[config.mk]
export PLATFORM = sky130hd
export DESIGN_NAME = ifetch_bridge
export DESIGN_NICKNAME = d
export VERILOG_FILES = /design/src/rtl/ifetch_bridge.sv
export SDC_FILE = /design/constraint.sdc
export NUM_CORES = 1
export LEC_CHECK = 0
export CAP_MARGIN = 15
export CORE_MARGIN = 2
export CORE_UTILIZATION = 30
export DETAILED_ROUTE_END_ITERATION = 8
export PLACE_DENSITY_LB_ADDON = 0.12
export RECOVER_POWER = 100
export SYNTH_ARGS = -nofsm -noshare
export SYNTH_HDL_FRONTEND = slang
export SYNTH_SLANG_ARGS = --single-unit
[constraint.sdc]
create_clock -name clk -period 4.55 [get_ports clk]
set_clock_uncertainty 0.2 [all_clocks]
set_input_delay 0.6825 -clock clk [delete_from_list [all_inputs] [get_ports clk]]
set_output_delay 0.6825 -clock clk [all_outputs]
set_load 0.02 [all_outputs]
[src/rtl/ifetch_bridge.sv]
// Instruction-fetch bridge: one-entry result buffer in front of an SRAM-like bus, one outstanding read.
// Optional feature macro: IFETCH_ADDR_CHECK_EN (misaligned pc answered locally with instr=0).
module ifetch_bridge (
    input  logic        clk,
    input  logic        reset,
    input  logic [31:0] pc,
    input  logic        flush,
    output logic        inst_req,
    output logic        inst_wr,
    output logic [1:0]  inst_size,
    output logic [31:0] inst_addr,
    output logic [31:0] inst_wdata,
    input  logic        inst_addr_ok,
    input  logic        inst_data_ok,
    input  logic [31:0] inst_rdata,
    output logic [31:0] instr,
    output logic        i_data_ok
);

    typedef enum logic [1:0] {S_IDLE, S_REQ, S_WAIT} state_t;

    state_t      state_q, state_d;
    logic        valid_q, valid_d;
    logic        stale_q, stale_d;
    logic [31:0] addr_q,  addr_d;
    logic [31:0] tag_q,   tag_d;
    logic [31:0] data_q,  data_d;

    logic addr_err;
    logic hit;
    logic pc_match;
    logic bypass;
    logic miss_start;

`ifdef IFETCH_ADDR_CHECK_EN
    assign addr_err = (pc[1:0] != 2'b00);
`else
    assign addr_err = 1'b0;
`endif

    assign hit        = valid_q && (tag_q == pc) && !flush;
    assign pc_match   = (pc == addr_q);
    assign bypass     = (state_q == S_WAIT) && inst_data_ok && !stale_q && pc_match && !flush;
    assign miss_start = (state_q == S_IDLE) && !hit && !flush && !addr_err;

    assign inst_wr    = 1'b0;
    assign inst_size  = 2'b10;
    assign inst_wdata = 32'h0;
    assign inst_addr  = {addr_q[31:2], 2'b00};

    always_ff @(posedge clk) begin
        if (reset) begin
            state_q <= S_IDLE;
            valid_q <= 1'b0;
            stale_q <= 1'b0;
            addr_q  <= 32'h0;
        end else begin
            state_q <= state_d;
            valid_q <= valid_d;
            stale_q <= stale_d;
            addr_q  <= addr_d;
        end
    end

    // Buffer payload carries no reset; valid_q qualifies it.
    always_ff @(posedge clk) begin
        tag_q  <= tag_d;
        data_q <= data_d;
    end

    always_comb begin
        state_d = state_q;
        case (state_q)
            S_IDLE:  if (miss_start)   state_d = S_REQ;
            S_REQ:   if (inst_addr_ok) state_d = S_WAIT;
            S_WAIT:  if (inst_data_ok) state_d = S_IDLE;
            default:                   state_d = S_IDLE;
        endcase
    end

    always_comb begin
        addr_d  = addr_q;
        stale_d = stale_q;
        valid_d = valid_q;
        tag_d   = tag_q;
        data_d  = data_q;
        if (state_q == S_IDLE) begin
            if (miss_start) begin
                addr_d  = pc;
                stale_d = 1'b0;
            end
        end else if (flush || !pc_match) begin
            // Sticky: a response for an abandoned pc must never reach the pipeline.
            stale_d = 1'b1;
        end
        if (bypass) begin
            valid_d = 1'b1;
            tag_d   = addr_q;
            data_d  = inst_rdata;
        end
        if (flush) begin
            valid_d = 1'b0;
        end
    end

    always_comb begin
        inst_req  = (state_q == S_REQ);
        i_data_ok = addr_err || hit || bypass;
        instr     = inst_rdata;
        if (addr_err) begin
            instr = 32'h0;
        end else if (hit) begin
            instr = data_q;
        end
    end

endmodule

==> reports/qor.yml <==
run_status: "finished, violations left"
violations: "max-capacitance violations, max-slew violations"
post-route-period-util_pct: 95.6
n_fill_cell: 1624
leakage_nw: 2.52
io_buffers: 132
fin_tns_setup_ns: 0
clock_latency_ns: 0.35
grt_start_max_net_pins: 70
yosys.area.top_type: "edfxtp_1"
post_cts_buffers: 0
hpwl_um: 8740
grt_pass1_wl_um: 17800
synth_edf_count: 64
worst_pin_slew_ns: 2.39
final_hold_viol_count: 0
rsz0062_at_grt: "false"
die_h_um: 135
clk_pin_slew_ns: 0.07
synth-simple-area-share_pct: 11.9
setup_violations: 0
area_growth_pct: 27.5
drt-initial-drc-count: 114
synth.distinct_cells: 29
syn-cell-area_mm2: 0.00514
cp-start-kind: "input port"
drv_slew: 70
grt.overflow.total: 0
yosysTopAreaCellShare_pct: 37.4
viasPerCell: 4.20
grt_usage_pct: 13.2
fin_crit_ns: 4.35
ys_seq_area_share_pct: 51.4
fp-row-count: 47
synth_top_family_by_area: "multiplexers"
drtAntennaViolNets: 0
numCtsBuffers: 9
r2r_end: "addr_q[10]"
finalWeightedCongestion: 0.709
multiInputGateArea_mm2: 0.00205
critPathLaunch: "pc[30]"
seq_area_mm2: 0.00264
clock.fmax_mhz: 230
synth-compound-area-share_pct: 0.754
num_vias: 3157
yosysWarnings: 0
cap_violations: 1
required_ns: 3.67
hp-class: "reg -> reg"
cts_hold_buffers: 0
synthCells: 419
async_flop_share_pct: 0
drive_gt1_share_pct: 11.1
avgSynthCellArea_um2: 12.3
synth_xor_area_share_pct: 10.9
post-synth-top-count-cell: "buf_4"
r2r_slack_ns: 0.76
grtUsageMet3_pct: 4.02
setup.worst_path.class: "in -> out"
cp_max_fo: 33
synth_common_cells: "67 x buf_4, 65 x nand2b_1, 64 x edfxtp_1"
r2r-start: "tag_q[30]"
antenna_found_initial: 1
clock_path_buffers: 2
grt_pass1_vias: 3055
setup.worst_path.end: "instr[16]"
cts.htree.levels: 3
route.detailed.drc: 0
instances_no_fill: 752
grt_use_met1_pct: 17.8
coreArea_mm2: 0.0166
crit_arrival_ns: 3.47
start_util_pct: 30.9
cp_slowest_cell: "or4b_1"
placed_area_mm2: 0.00639
place_inst: 735
synth.area.top_cells: "edfxtp_1 37%, dfxtp_1 14%, buf_4 9.8%"
post_drt_wl_per_cell_um: 16.0
slew_headroom_pct: -59.5
synth_top_flop_cell: "edfxtp_1"
first_pass_iters: 4
endpoint_kind: "output pin"
synth_mux_area_share_pct: 13.2
top_usage_layer: "met2"
ioPinCount: 170
cpPeakStageDelay_ns: 0.51
powerDensity_mw_per_mm2: 317
cts_sinks: 100
setup_ws_ns: 0.201
final_area_mm2: 0.00656
rr_worst_depth: 8
routed_wl_um: 12000
synthAdderAreaFrac_pct: 0
vdd.ir_drop.worst_mv: 0.201
cts_root_buffer: "clkbuf_16"
die_w_um: 135
grt_util_met2_pct: 20.4
dp_slack_ns: -0.0680
cts_tree: "done"
path_cells: "clkdlybuf4s50_1, xnor2_1, nand4_1, or4_1, or4b_1, buf_4, mux2_2, dlygate4sd2_1"
dieArea_mm2: 0.0182
ys_seq_elements: 100
layout.nets: 595
-- cells by family after synthesis --
group                  after synthesis
flip-flops                         100
AND/OR/NAND/NOR                    100
buffers and inverters               84
XOR/XNOR                            64
multiplexers                        64
AO/OA/AOI/OAI                        5
other                                2
-- metrics by stage --
stage               utilization [%]  hold WS, ns  power (mW)
global route                   39.4        0.294        2.17
floorplan                         -        0.224        1.27
detailed placement             38.4        0.259        1.40
global placement               38.4        0.259        1.39
CTS                            40.0        0.271        2.14
finish                         39.4        0.280        2.08
-- per-layer routing --
layer  vias to the layer above  part of all wire, %
li1                       1550                    -
met1                      1501                   46
met2                        96                   47
met3                        10                  5.3
met4                         0                  1.3
met5                         -                    0
-- layout by cell type, fill, tap and decap left out, drive strengths merged, types with 2 or more instances in the layout --
cell type,n
inv,3
dfxtp,36
buf,6
nor2b,2
nor4,12
clkinv,4
nand2b,65
edfxtp,64
clkdlybuf4s50,36
nor2,5
nand2,3
xnor2,15
nor3,2
dlygate4sd2,22
mux2,32
conb,37
dlygate4sd3,64
clkbuf,26
nand4,6
mux2i,32
xor2,49
-- registers in the layout (all words and copies together), names as in the netlist --
register,cells
state_q,2
addr_q,32
stale_q,1
valid_q,1
data_q,32
tag_q,32
-- final cells by class --
type                            instances  area share (%)
Inverter                                2           0.115
Antenna cell                            1          0.0382
Multi-Input combinational cell        270            31.3
Sequential cell                       100            40.3
Tap cell                              220            4.20
Clock buffer                           11            3.70
Timing Repair Buffer                  143            19.8
Clock inverter                          5           0.534
-- report_power, final --
part           total (mW)  internal (mW)  switching [mW]
registers            1.01          0.988          0.0260
clock network       0.730          0.389           0.341
logic               0.332          0.154           0.178
total                2.08           1.53           0.545
-- worst max-delay path: cells and delay by family --
family,cells,cell delay (ns)
XOR/XNOR,1,0.24
multiplexers,1,0.33
buffers and inverters,3,1.06
AND/OR/NAND/NOR,3,1.14
-- worst min-delay path by stage --
stage | start | end | cells after the start
6_report | valid_q | valid_q | 2
5_1_grt | valid_q | valid_q | 2
4_1_cts | valid_q | valid_q | 2
3_5_place_dp | valid_q | valid_q | 2
3_3_place_gp | valid_q | valid_q | 2
2_1_floorplan | valid_q | valid_q | 2
-- timing repair --
item	CTS	global route
setup endpoints to repair	32	11
endpoints found under the hold margin	0	0
pin swaps	0	0
gates resized for setup	24	12
Note: power is estimated with default switching activity, not from simulation.
